==> src/rtl/iq_pkg.sv <==
// Shared constants for the IQ path: the CORDIC arctangent table, the discriminator
// FSM state type and the CORDIC gain-compensation constant.
package iq_pkg;

  localparam int ATAN_MAX_PW = 16;
  localparam int ATAN_W      = ATAN_MAX_PW + 3;
  localparam int ATAN_KW     = $clog2(ATAN_MAX_PW);

  // atan(2^-k) in units of 2^-ATAN_W turn (one turn = 2^19), rounded.
  localparam logic [ATAN_W-1:0] ATAN_TAB [ATAN_MAX_PW] = '{
    19'd65536, 19'd38688, 19'd20442, 19'd10377,
    19'd5208,  19'd2607,  19'd1304,  19'd652,
    19'd326,   19'd163,   19'd81,    19'd41,
    19'd20,    19'd10,    19'd5,     19'd3
  };

  typedef enum logic [2:0] {
    ST_IDLE,
    ST_PRE,
    ST_ITER,
    ST_POST,
    ST_DONE
  } state_t;

  // 1/K = 0.607253 as an unsigned Q0.16 fraction.
  localparam int          GAIN_COMP_FRAC = 16;
  localparam logic [15:0] GAIN_COMP      = 16'd39797;

  // Table entry k rescaled (with rounding) to a phase width of pw+3 bits.
  function automatic logic [ATAN_W-1:0] atan_entry(input logic [ATAN_KW-1:0] k,
                                                   input int pw);
    logic [ATAN_W:0] v;
    int              sh;
    sh = ATAN_MAX_PW - pw;
    v  = {1'b0, ATAN_TAB[k]};
    if (sh > 0) v = (v + ((ATAN_W+1)'(1) << (sh - 1))) >> sh;
    return v[ATAN_W-1:0];
  endfunction

endpackage

==> src/rtl/cordic_vector_stage.sv <==
// One combinational CORDIC vectoring micro-rotation; the discriminator FSM feeds
// it back on itself once per iteration.
module cordic_vector_stage #(
  parameter int XW = 19,
  parameter int ZW = 15,
  parameter int KW = 4
) (
  input  logic signed [XW-1:0] i_x,
  input  logic signed [XW-1:0] i_y,
  input  logic        [ZW-1:0] i_z,
  input  logic        [ZW-1:0] i_atan,
  input  logic        [KW-1:0] i_k,
  input  logic                 i_neg,
  output logic signed [XW-1:0] o_x,
  output logic signed [XW-1:0] o_y,
  output logic        [ZW-1:0] o_z
);

  logic signed [XW-1:0] w_xs;
  logic signed [XW-1:0] w_ys;

  // Rotate toward the +x axis: y>=0 turns clockwise and adds the angle.
  always_comb begin
    w_xs = i_x >>> i_k;
    w_ys = i_y >>> i_k;
    if (i_neg) begin
      o_x = i_x - w_ys;
      o_y = i_y + w_xs;
      o_z = i_z - i_atan;
    end else begin
      o_x = i_x + w_ys;
      o_y = i_y - w_xs;
      o_z = i_z + i_atan;
    end
  end

endmodule

==> src/rtl/iq_freq_discriminator.sv <==
// Iterative CORDIC phase recovery plus phase-step / DDS-increment discriminator.
// Define IQDISC_GAIN_COMP_EN to add a POST state that scales the magnitude by 1/K.
module iq_freq_discriminator
  import iq_pkg::*;
#(
  parameter int PW = 12,
  parameter int IW = 17,
  parameter int AW = 32
) (
  input  logic                 i_clk,
  input  logic                 i_reset,
  input  logic                 i_ce,
  input  logic                 i_valid,
  input  logic signed [IW-1:0] i_sample_i,
  input  logic signed [IW-1:0] i_sample_q,
  output logic                 o_ready,
  output logic                 o_valid,
  output logic        [PW-1:0] o_phase,
  output logic signed [PW-1:0] o_dphase,
  output logic        [AW-2:0] o_increment,
  output logic          [IW:0] o_magnitude
);

  localparam int XW = IW + 2;
  localparam int ZW = PW + 3;
  localparam int KW = $clog2(PW);
  localparam logic [KW-1:0] K_LAST = KW'(PW - 1);

  state_t               r_state, w_next;
  logic signed [XW-1:0] r_x, r_y, w_x_nxt, w_y_nxt;
  logic        [ZW-1:0] r_z, w_z_nxt, w_atan, w_z_rnd;
  logic        [KW-1:0] r_k;
  logic                 r_zero, r_valid, r_prev_valid;
  logic        [PW-1:0] r_phase, r_dphase, r_prev_phase, w_phase, w_dphase;
  logic        [AW-2:0] r_increment, w_increment;
  logic          [IW:0] r_mag, w_mag;
  logic                 w_accept;

  assign w_accept = i_ce && i_valid && o_ready;

  // NOTE: state is updated with <= so every register samples pre-edge values.
  always_ff @(posedge i_clk or posedge i_reset) begin
    if (i_reset)   r_state <= ST_IDLE;
    else if (i_ce) r_state <= w_next;
  end

  // NOTE: w_next gets a default first so no path can infer a latch.
  always_comb begin
    w_next = r_state;
    unique case (r_state)
      ST_IDLE: if (w_accept) w_next = ST_PRE;
      ST_PRE:  w_next = ST_ITER;
`ifdef IQDISC_GAIN_COMP_EN
      ST_ITER: if (r_k == K_LAST) w_next = ST_POST;
`else
      ST_ITER: if (r_k == K_LAST) w_next = ST_DONE;
`endif
      ST_POST: w_next = ST_DONE;
      ST_DONE: w_next = ST_IDLE;
      default: w_next = ST_IDLE;
    endcase
  end

  // Ready stays low during the result strobe; the strobe waits for an enabled cycle.
  always_comb begin
    o_ready = (r_state == ST_IDLE) && !r_valid;
    o_valid = r_valid && i_ce;
  end

  assign w_atan = ZW'(atan_entry(ATAN_KW'(r_k), PW));

  cordic_vector_stage #(.XW(XW), .ZW(ZW), .KW(KW)) u_stage (
    .i_x    (r_x),
    .i_y    (r_y),
    .i_z    (r_z),
    .i_atan (w_atan),
    .i_k    (r_k),
    .i_neg  (r_y[XW-1]),
    .o_x    (w_x_nxt),
    .o_y    (w_y_nxt),
    .o_z    (w_z_nxt)
  );

  always_ff @(posedge i_clk or posedge i_reset) begin
    if (i_reset) begin
      r_x    <= '0;
      r_y    <= '0;
      r_z    <= '0;
      r_k    <= '0;
      r_zero <= 1'b0;
    end else if (i_ce) begin
      unique case (r_state)
        ST_IDLE: if (w_accept) begin
          r_x    <= XW'(i_sample_i);
          r_y    <= XW'(i_sample_q);
          r_zero <= (i_sample_i == '0) && (i_sample_q == '0);
        end
        ST_PRE: begin
          r_k <= '0;
          if (r_x[XW-1]) begin
            r_x <= -r_x;
            r_y <= -r_y;
            r_z <= ZW'(1) << (ZW - 1);   // half a turn
          end else begin
            r_z <= '0;
          end
        end
        ST_ITER: begin
          r_x <= w_x_nxt;
          r_y <= w_y_nxt;
          r_z <= w_z_nxt;
          r_k <= r_k + KW'(1);
        end
        default: ;
      endcase
    end
  end

  assign w_z_rnd     = r_z + ZW'(4);
  assign w_phase     = r_zero ? '0 : w_z_rnd[ZW-1:3];
  assign w_dphase    = r_prev_valid ? (w_phase - r_prev_phase) : '0;
  assign w_increment = w_dphase[PW-1] ? '0 : ((AW-1)'(w_dphase) << (AW - 1 - PW));

`ifdef IQDISC_GAIN_COMP_EN
  logic [IW:0]    r_mag_comp;
  logic [IW+16:0] w_prod;
  assign w_mag  = r_mag_comp;
  assign w_prod = (IW+17)'(r_x[XW-1] ? '0 : r_x[XW-2:0]) * (IW+17)'(GAIN_COMP);

  always_ff @(posedge i_clk or posedge i_reset) begin
    if (i_reset)                            r_mag_comp <= '0;
    else if (i_ce && r_state == ST_POST)    r_mag_comp <= w_prod[IW+GAIN_COMP_FRAC:GAIN_COMP_FRAC];
  end
`else
  // x is never negative after pre-rotation; clamping covers the sign bit.
  assign w_mag = r_x[XW-1] ? '0 : r_x[XW-2:0];
`endif

  always_ff @(posedge i_clk or posedge i_reset) begin
    if (i_reset) begin
      r_valid      <= 1'b0;
      r_phase      <= '0;
      r_dphase     <= '0;
      r_increment  <= '0;
      r_mag        <= '0;
      r_prev_phase <= '0;
      r_prev_valid <= 1'b0;
    end else if (i_ce) begin
      r_valid <= (r_state == ST_DONE);
      if (r_state == ST_DONE) begin
        r_phase      <= w_phase;
        r_dphase     <= w_dphase;
        r_increment  <= w_increment;
        r_mag        <= w_mag;
        r_prev_phase <= w_phase;
        r_prev_valid <= 1'b1;
      end
    end
  end

  assign o_phase     = r_phase;
  assign o_dphase    = r_dphase;
  assign o_increment = r_increment;
  assign o_magnitude = r_mag;

endmodule

==> config.mk <==
export PLATFORM = sky130hd
export DESIGN_NAME = iq_freq_discriminator
export DESIGN_NICKNAME = d
export VERILOG_FILES = /design/src/rtl/iq_pkg.sv /design/src/rtl/cordic_vector_stage.sv /design/src/rtl/iq_freq_discriminator.sv
export SDC_FILE = /design/constraint.sdc
export NUM_CORES = 1
export LEC_CHECK = 0
export ABC_AREA = 0
export BUFFER_PORTS_ARGS = -buffer_cell sky130_fd_sc_hd__clkbuf_2
export CAP_MARGIN = 20
export CORE_ASPECT_RATIO = 0.7
export CORE_UTILIZATION = 45
export DETAILED_ROUTE_END_ITERATION = 6
export GPL_ROUTABILITY_DRIVEN = 0
export GPL_TIMING_DRIVEN = 0
export PLACE_DENSITY = 0.71
export SETUP_SLACK_MARGIN = 0.2
export SYNTH_ARGS = -nofsm -noshare
export SYNTH_HDL_FRONTEND = slang
export SYNTH_SLANG_ARGS = --single-unit
==> constraint.sdc <==
create_clock -name i_clk -period 5.9 [get_ports i_clk]
set_input_delay 0.295 -clock i_clk [delete_from_list [all_inputs] [get_ports i_clk]]
set_output_delay 0.295 -clock i_clk [all_outputs]
set_load 0.02 [all_outputs]
==> impl_results.md, run 1 <==
- Outcome: complete, but fails checks
- Final worst-path cycle share: about 97%
- Gate Count Post-Synth: 1547
- Crit Reg-Reg Endpoint: r_z[14]
- R2R setup slack: 0.18 ns
- Worst Tran Pin Value: about 1.1 ns
- Async set-reset flop share out of synthesis: 100%
- Worst Hold End: r_y[1]
- WHS: about 0.13 ns
- Slew margin rel.: between 20% and 30%
- Post-layout util: ~53%
- Rows: 50
- Input/output buffers: 92
- ANT nets after route: 0
- Initial antenna violation count: 3
- R2r startpoint: r_k[3]
- WS Path Type: flip-flop to flip-flop
- Core box area: 27000 um^2
- Clk slew on worst S/H paths: 0.07 ns
- Sink Count: between 100 and 150
- Yosys warns: 0
- CTS Buf Count: 17
- Number of synthesized flops with an enable pin: 0
- Failing checks: DRC
- RSZ-0062 raised after global routing: true
- Avg Cell Area, Syn: roughly 8.1 um^2
- Setup crit start kind: flip-flop
- TritonCTS clock tree: done
- Vias in the first global route: between 10k and 15k
- Crit path arrival time: 6.11 ns
- CP required: 6.30 ns
- Wire per inst: about 23 um
- Layout cells sized above 1: between 10% and 20%
- Min-Delay Path Class: input pin to flip-flop
- Hold_sp: i_sample_q[1]
- Distinct cells, synth: 87
- Fin crit period: around 5.7 ns
- Die Area: 28500 um^2
- Yosys top cell by area: dfrtp_1
- Iter 0 DRT Violations: between 1.5k and 2k
- GR Util All Layers: about 32%
- Number of cells on the worst hold path: 3
- Area grow syn2layout: 14.0%
- Part of the Yosys area used for sequential elements: between 20% and 30%
- Max cap viols: 0
- Fin cells: a little over 2k
- CP max FO: 10
- Critical Path Source: r_k[3]
- Largest net degree at the start of global routing: 85
- # setup viols final: 0
- Max frequency: roughly 170 MHz
- TritonRoute pass-1 iters: 7
- CTS root buffer: clkbuf_16
- Final hold violation count: 0
- Fill cells: ~2.6k
- Placed Cells: approximately 2.0k
- Yosys top cell area share: a little under a quarter
- Routed via count: 13.3k
- Mapped Area: approximately 13000 um^2
- Die Span Y: approximately 140 um
- Skew-Pair Late Insertion Delay: 0.46 ns
- Horiz. Die Dim: 201 um
- Reg2Reg Depth: 26
- Initial Utilization: a little under half
- Synth Register Bits: between 100 and 150
- Slew Limit Fails: 0
- Primary FF master, synth: dfrtp_1
- Grt ovf: 0
- # IOs: between 100 and 150
- H-tree levels: 4
- Fin Clk Skew: ~0.011 ns
- CTS Buffer Depth: 2
- Setup Buffers After CTS: 0
- Post-Route Setup TNS: 0 ns
- Vias per Instance: 6.45
- Area contributors post-synth: dfrtp_1 (23%), ha_1 (7.3%), nand2_1 (5.5%)
- Critical path capture point type: flip-flop
- Overall routed net length: about 47000 um
- DRC viols: ~50
- Global-route wire length before repair: around 70000 um
- Nets@finish: 1796
- HPWL after detailed placement: ~36000 um
-- cells by family after synthesis --
logic type      Yosys count  share of synthesized area (%)
simple gates            522                           19.7
compound gates          442                           23.1
buf+inv                 180                           6.71
xor+xnor                121                           8.54
flops                   116                           23.2
mux                      88                           10.7
fa+ha+maj                77                           7.95
other cells               1                         0.0300
-- registers in the layout, summed over array words and instances (netlist names) --
signal / count
r_valid: 1
r_prev_phase: 12
r_k: 4
o_dphase: 12
r_z: 15
o_magnitude: 18
r_x: 19
r_state: 3
r_y: 19
r_prev_valid: 1
r_zero: 1
o_increment: 11
-- how the worst max path moves through the flow --
stage / end / cells past startpoint / slack [ns]
5_1_grt: r_z[14] / 26 / 0.01
3_3_place_gp: r_z[14] / 25 / -0.98
4_1_cts: r_z[14] / 25 / 0.09
2_1_floorplan: r_z[14] / 25 / 0.66
6_report: r_z[14] / 26 / 0.18
3_5_place_dp: r_z[14] / 25 / -1.09
-- layout by cell type, fill, tap and decap left out, types with 13 or more instances in the layout --
| master | instances |
|---|---|
| a21o_1 | 18 |
| a21oi_1 | 106 |
| a22o_1 | 16 |
| and3_1 | 14 |
| buf_2 | 13 |
| buf_4 | 29 |
| clkbuf_1 | 65 |
| clkbuf_16 | 17 |
| clkbuf_2 | 98 |
| conb_1 | 20 |
| dfrtp_1 | 116 |
| ha_1 | 72 |
| inv_1 | 51 |
| mux2_2 | 20 |
| mux2i_1 | 33 |
| mux4_2 | 30 |
| nand2_1 | 182 |
| nand2b_1 | 30 |
| nand3_1 | 33 |
| nor2_1 | 121 |
| nor2b_1 | 17 |
| nor3_1 | 43 |
| nor4_1 | 15 |
| o21a_1 | 19 |
| o21ai_0 | 118 |
| o31ai_1 | 20 |
| or3_1 | 14 |
| xnor2_1 | 67 |
| xor2_1 | 49 |
-- cell usage after synthesis (7+ instances only) --
cell,n
a222oi_1,10
o21a_1,19
or3_1,14
or4_1,9
o21ai_0,121
o22ai_1,12
nor2_1,121
mux2_2,20
ha_1,73
buf_4,26
nor2b_1,17
nor4_1,15
and3_1,14
nand3_1,33
inv_1,52
dfrtp_1,116
and2_1,7
clkbuf_1,71
a31oi_1,12
a221oi_1,12
nand4_1,10
o31ai_1,20
mux2i_1,33
nand2b_1,30
a22o_1,16
o211ai_1,7
buf_2,15
a211oi_1,10
nor3_1,44
a21oi_1,107
xor2_1,51
mux4_2,30
nand2_1,182
xnor2_1,69
a21o_1,18
-- worst max-delay path, stage by stage, from the launching register on --
cell and delay [ns]:
dfrtp_1 0.32, buf_2 0.23, clkbuf_4 0.27, clkbuf_4 0.28
buf_4 0.26, buf_4 0.25, clkbuf_4 0.27, nor2_1 0.07
a31oi_1 0.20, ha_2 0.26, o21a_1 0.20, nor2_1 0.09
inv_1 0.07, ha_1 0.23, nor2_1 0.07, xnor2_1 0.17
xnor2_1 0.16, ha_1 0.33, nor2b_1 0.16, o31a_1 0.29
o211ai_1 0.31, nand3_1 0.20, a41o_1 0.28, or3_1 0.30
a211oi_1 0.23, nor2_1 0.07, nand2_1 0.07
-- routing by layer --
layer / up-vias / GRT usage (%) / share of wire [%]
met4: 2 / 11.4 / 3.4
met2: 954 / 43.5 / 39
met1: 6291 / 44.2 / 42
met5: - / 0 / 0.028
li1: 5892 / - / -
met3: 162 / 16.1 / 16
-- area by class of cell --
type	count	area, um^2	area share (%)
diodes	4	10.0	0.0702
plain buffers	125	662	4.64
clock buffers	20	447	3.13
clock inverters	12	120	0.843
inverters	55	211	1.48
multi-input cells	1270	8930	62.6
flip-flops and latches	116	2900	20.4
well taps	364	455	3.19
repair buffers	96	517	3.62
-- per-stage QoR --
| stage | setup WS, ns | area (um^2) |
|---|---|---|
| after floorplan | 0.657 | 12600 |
| after global placement | -0.983 | 13500 |
| after detailed placement | -1.09 | 13500 |
| after CTS | 0.0916 | 14100 |
| after global routing | 0.0141 | 14200 |
| final | 0.180 | 14300 |
-- timing repair --
item | CTS | global route
setup endpoints to repair | 34 | 10
pin swaps | 0 | 2
hold buffers | 1 | 0
resized for setup | 12 | 26
endpoints found under the hold margin | 32 | 0
Power of run 1 is left out: the tool's default activity adds up to more than one toggle a clock period on the data nets, which glitch-free logic cannot reach.
==> inputs of run 2 (changes only) <==
CORE_ASPECT_RATIO = 1.75   (was 0.7)
==> run 2 against run 1 <==
  * The flow still finishes with violations (DRC)
  * Routed wire length increased by 3.1%
  * Design area increased by 0.47%
  * Die area about the same
  * Clock-buffer cell count decreased by 1
  * Final cell count about the same
  * Non-clock buffer count increased by 1
  * Sequential share of layout area decreased by 0.078 points
  * Utilization decreased by 0.33 points
  * Maximum frequency increased by 3.5%
  * Highest routed layer is now met4
==> impl_results.md, run 2 (synthesized netlist as in run 1, its figures left out) <==
- Worst Tran Pin Value: 1.05 ns (-0.0267 ns)
- Die Area: 28500 um^2 (about the same)
- Placed Cells: 2029 (+0.20%)
- Sink Count: 116 (unchanged)
- ANT cells: 0 (-4)
- Final worst-path cycle share: 93.7% (-3.3 points)
- Max cap viols: 0 (unchanged)
- RSZ-0062 raised after global routing: true
- Area grow syn2layout: 14.6%
- Grt ovf: 0 (unchanged)
- CP max FO: 10 (unchanged)
- Failing checks: DRC
- Overall routed net length: 48300 um (+3.1%)
- Outcome: complete, but fails checks
- # setup viols final: 0 (unchanged)
- Initial Utilization: 45.8% (-0.51 points)
- Slew Limit Fails: 0 (unchanged)
- CTS Buf Count: 17 (unchanged)
- Global-route wire length before repair: 73300 um (+4.2%)
- # IOs: 113 (unchanged)
- Largest net degree at the start of global routing: 82 (-3.5%)
- Layout cells sized above 1: 16.9% (+0.76 points)
- H-tree levels: 4 (unchanged)
- Crit-path leading delay family: compound AO/OA/AOI/OAI gates
- TritonRoute pass-1 iters: 7 (unchanged)
- HPWL after detailed placement: 36300 um (+1.9%)
- Clk slew on worst S/H paths: 0.07 ns (about the same)
- GR Util All Layers: 34.6% (+2.3 points)
- CP required: 6.25 ns (-0.05 ns)
- Critical path capture point type: flip-flop
- Max stage delay on crit path: 0.45 ns (+0.12 ns)
- Nets@finish: 1797 (+0.056%)
- Worst path slowest cell: dfrtp_2
- Fin Clk Skew: 0.0156 ns (+0.00426 ns)
- Fin crit period: 5.53 ns (-0.193 ns)
- TritonCTS clock tree: done
- Wire per inst: 23.4 um (+3.0%)
- Core box area: 27300 um^2 (+1.1%)
- Min-Delay Path Class: input pin to flip-flop
- CP bufs+invs: 3 (-4)
- Post-Route Setup TNS: 0 ns (unchanged)
- Placed cell areas: 13500 um^2 (about the same)
- Slew margin rel.: 30.3% (+1.8 points)
- DRC viols: 1 (-98%)
- Vias per Instance: 6.36 (-1.4%)
- CTS Buffer Depth: 2 (unchanged)
- Rows: 80 (+60%)
- Post-route cell area: 14300 um^2 (+0.47%)
- ANT nets after route: 0 (unchanged)
- Most common cell after layout, fill and taps aside: nand2_1
- Die Span Y: 223 um (+57%)
- Initial antenna violation count: 0 (-3)
- Crit path arrival time: 5.87 ns (-0.24 ns)
- Max frequency: 181 MHz (+3.5%)
- Input/output buffers: 92 (unchanged)
- Horiz. Die Dim: 128 um (-36%)
- Skew-Pair Late Insertion Delay: 0.46 ns (about the same)
- Worst path cell trace: buf_6, buf_6, clkbuf_4, mux4_2, mux2_2, or3_1, o21ai_2, nand4_1, nor3b_2, nor2_1, xor2_1, o21ai_2, ha_1, a21o_1, a21oi_1, nand3b_1, o21ai_0, o21ai_0, xnor2_2, and3_2, a2111oi_4
- Vias in the first global route: 12.7k (+4.0%)
- Most frequent cells in the layout: nand2_1 (182), nor2_1 (120), o21ai_0 (119)
- Setup crit start kind: flip-flop
- CTS root buffer: clkbuf_16
- Routed via count: 13.1k (-1.3%)
- Iter 0 DRT Violations: 1519 (-8.9%)
- Final hold violation count: 0 (unchanged)
- Fin cells: 2064 (+0.097%)
- WS Path Type: flip-flop to flip-flop
-- run 2: cell types whose count changed in the layout (fill, tap and decap cells not counted), sizes merged --
cell and delta:
buf +2, bufinv +1, clkbuf -2, clkinv +2
clkinvlp -1, diode -4, inv -1
-- run 2: tightest hold or removal path: cells and delay by family --
| kind | cells | cell delay (ns) |
|---|---|---|
| compound gates | 2 | 0.18 |
| buf+inv | 1 | 0.09 |
-- run 2: per-stage QoR --
| stage | hold slack [ns] | utilization (%) | setup WS [ns] |
|---|---|---|---|
| 6_report | 0.140 | 52.4 | 0.373 |
| 5_1_grt | 0.153 | 52.4 | 0.0573 |
| 4_1_cts | 0.128 | 51.9 | 0.126 |
| 3_5_place_dp | 0.311 | 49.5 | -0.983 |
| 3_3_place_gp | 0.456 | 49.4 | -0.946 |
| 2_1_floorplan | 0.440 | - | 0.657 |
-- run 2: final cells by class --
class / count / area (um^2)
plain buffers: 125 / 682
inverters: 55 / 214
multi-input cells: 1270 / 8950
repair buffers: 97 / 518
clock inverters: 13 / 148
fillers: 2612 / 13000
clock buffers: 19 / 443
flip-flops and latches: 116 / 2910
well taps: 369 / 462
-- run 2: timing repair --
action / in CTS / in global routing
buffers inserted: 0 / 1
hold endpoints to repair: 35 / 0
endpoints found under the setup margin: 27 / 12
resized for setup: 14 / 47
pin swaps: 0 / 3
hold buffers: 1 / 0
-- run 2: worst paths after layout --
check / start / depth (start not counted) / slack [ns] / end
worst max-delay path: r_k[0] / 21 / 0.37 / r_x[18]
worst min-delay path: i_sample_q[2] / 3 / 0.14 / r_y[2]
worst max register to register: r_k[0] / 21 / 0.37 / r_x[18]
worst min register to register: o_dphase[6] / 2 / 0.48 / o_dphase[6]
max in group asynchronous: i_reset / 4 / 4.74 / r_k[0]
min in group asynchronous: i_reset / 3 / 0.38 / o_dphase[6]
-- run 2: per-layer routing --
layer | track usage, % | vias up | share of wire (%)
met5 | 0 | - | 0
met4 | 33.2 | 0 | 11
met1 | 35.6 | 6151 | 33
met3 | 9.13 | 277 | 9.7
met2 | 56.2 | 804 | 47
li1 | - | 5901 | -
Power of run 2 is left out for the same reason.
==> inputs of run 3 (changes only) <==
SETUP_SLACK_MARGIN = 0.4   (was 0.2)
==> run 3 against run 2 <==
  * The run now ends clean
  * Clock-buffer cell count unchanged
  * First-iteration DRC count rose by 4.0%
  * Setup slack better by 0.20 ns
  * Via count up 0.65%
  * Final cell count is 0.29% higher
  * Maximum frequency rose by 3.8%
  * Utilization rose by 0.66 points
  * Hold slack worse by 0.0039 ns
  * Routed wire length up 0.54%
  * Die area unchanged
  * Global-route usage is 0.099 points higher
  * Critical path type unchanged
==> impl_results.md, run 3 (synthesized netlist as in run 1, its figures left out) <==
- Outcome: completed
- Skew-Pair Late Insertion Delay: 0.46 ns (about the same)
- Die Area: 28500 um^2 (unchanged)
- Global-route wire length before repair: 73500 um (+0.22%)
- Input/output buffers: 92 (unchanged)
- # IOs: 113 (unchanged)
- Nets@finish: 1802 (+0.28%)
- Number of cells on the worst hold path: 3 (unchanged)
- Critical path capture point type: flip-flop
- Overall routed net length: 48600 um (+0.54%)
- Max frequency: 188 MHz (+3.8%)
- Placed Cells: 2029 (unchanged)
- Vias in the first global route: 12.7k (+0.055%)
- Rows: 80 (unchanged)
- Crit Reg-Reg Endpoint: r_y[16]
- Most common cell after layout, fill and taps aside: nand2_1
- HPWL after detailed placement: 36300 um (unchanged)
- Worst Hold End: r_y[2]
- Hold_sp: i_sample_q[2]
- Vias per Instance: 6.39 (+0.36%)
- ANT nets after route: 0 (unchanged)
- Grt ovf: 0 (unchanged)
- CP required: 6.21 ns (-0.04 ns)
- R2R setup slack: 0.57 ns (+0.20 ns)
- Final worst-path cycle share: 90.3% (-3.4 points)
- Iter 0 DRT Violations: 1580 (+4.0%)
- TritonRoute pass-1 iters: 6 (-1)
- Slew Limit Fails: 0 (unchanged)
- Core box area: 27300 um^2 (unchanged)
- Routed via count: 13.2k (+0.65%)
- Reg2Reg Depth: 19 (-9.5%)
- GR Util All Layers: 34.7% (+0.099 points)
- DRC viols: 0 (-1)
- Worst Tran Pin Value: 1.02 ns (-0.0262 ns)
- Area grow syn2layout: 16.0%
- Die Span Y: 223 um (unchanged)
- Min-Delay Path Class: input pin to flip-flop
- Fin cells: 2070 (+0.29%)
- R2r startpoint: r_k[0]
- Fin Clk Skew: 0.0174 ns (+0.00178 ns)
- Max cap viols: 0 (unchanged)
- WS Path Type: flip-flop to flip-flop
- Setup ws final: 0.574 ns (+0.201 ns)
- Fin crit period: 5.33 ns (-0.201 ns)
- RSZ-0062 raised after global routing: true
- CTS Buf Count: 17 (unchanged)
- Post-layout util: 53.1% (+0.66 points)
- TritonCTS clock tree: done
- Crit path arrival time: 5.64 ns (-0.23 ns)
- DP Worst Slack: -0.983 ns (unchanged)
- Setup crit start kind: flip-flop
- Initial Utilization: 45.8% (unchanged)
- Horiz. Die Dim: 128 um (unchanged)
- Clk slew on worst S/H paths: 0.07 ns (about the same)
- Layout cells sized above 1: 17.9% (+1.1 points)
- Most frequent cells in the layout: nand2_1 (182), nor2_1 (118), o21ai_0 (117)
- CTS Buffer Depth: 2 (unchanged)
- Largest net degree at the start of global routing: 82 (unchanged)
- # setup viols final: 0 (unchanged)
- CTS root buffer: clkbuf_16
- CP max FO: 10 (unchanged)
- H-tree levels: 4 (unchanged)
- Initial antenna violation count: 0 (unchanged)
- Final hold violation count: 0 (unchanged)
- Sink Count: 116 (unchanged)
- Wire per inst: 23.5 um (+0.24%)
- Slew margin rel.: 32.1% (+1.7 points)
run 3: cell count changes in the layout (fill, tap and decap cells not counted), moves of 2 or more:
cell,change
o21ai_0,-2
ha_1,-2
buf_6,+4
nor3_1,-2
nor2_1,-2
nor2_2,+2
ha_4,+3
nor3_2,+2
run 3: layout make-up:
type                       instances  area (um^2)
sequential                       116         2910
multi-input combinational       1270         9050
timing repair buffer             102          556
inverter                          55          218
clock buffer                      19          443
clock inverter                    13          148
fill                            2593        12800
tap                              369          462
buffer                           125          717
antenna                            1         2.50
run 3: critical path, cell delays in order (launching register included):
cell and delay, ns:
dfrtp_2 0.46, buf_8 0.20, buf_6 0.21, buf_4 0.26
mux4_2 0.54, nor3_1 0.23, a31oi_1 0.13, mux2i_1 0.29
nand3_2 0.29, o21a_1 0.30, xnor2_2 0.35, ha_1 0.36
and4_1 0.26, and3_1 0.18, a21oi_1 0.12, o21ai_0 0.15
o41ai_2 0.40, xnor2_1 0.12, a221oi_1 0.26, a21oi_1 0.07
run 3: per-layer routing:
layer,up-vias,part of all wire [%],routed length (um),track usage [%]
li1,5909,-,-,-
met1,6187,33,15900,35.4
met2,837,47,22800,57.0
met3,285,9.1,4440,9.37
met4,0,11,5390,32.3
met5,-,0,0,0
run 3: timing repair:
item / in CTS / in global routing
hold endpoints to repair: 35 / 0
hold buffers: 1 / 0
setup buffers: 0 / 6
pin swaps: 2 / 5
endpoints found under the setup margin: 36 / 14
resized for setup: 27 / 62
run 3: worst max path at each step:
stage | from | end | slack [ns] | cells past startpoint
6_report | r_k[0] | r_y[16] | 0.57 | 19
3_5_place_dp | r_k[3] | r_z[14] | -0.98 | 25
4_1_cts | r_k[1] | r_y[16] | 0.41 | 20
3_3_place_gp | r_k[3] | r_z[14] | -0.95 | 25
5_1_grt | r_k[0] | r_y[16] | 0.27 | 19
2_1_floorplan | r_k[3] | r_z[14] | 0.66 | 25
run 3: through the flow:
stage / cell area [um^2] / TNS, ns / hold slack (ns)
after floorplan: 12600 / 0 / 0.440
after global placement: 13500 / -6.19 / 0.456
after detailed placement: 13500 / -6.27 / 0.311
after CTS: 14200 / 0 / 0.128
after global routing: 14500 / 0 / 0.151
final: 14500 / 0 / 0.136
Power of run 3 is left out for the same reason.
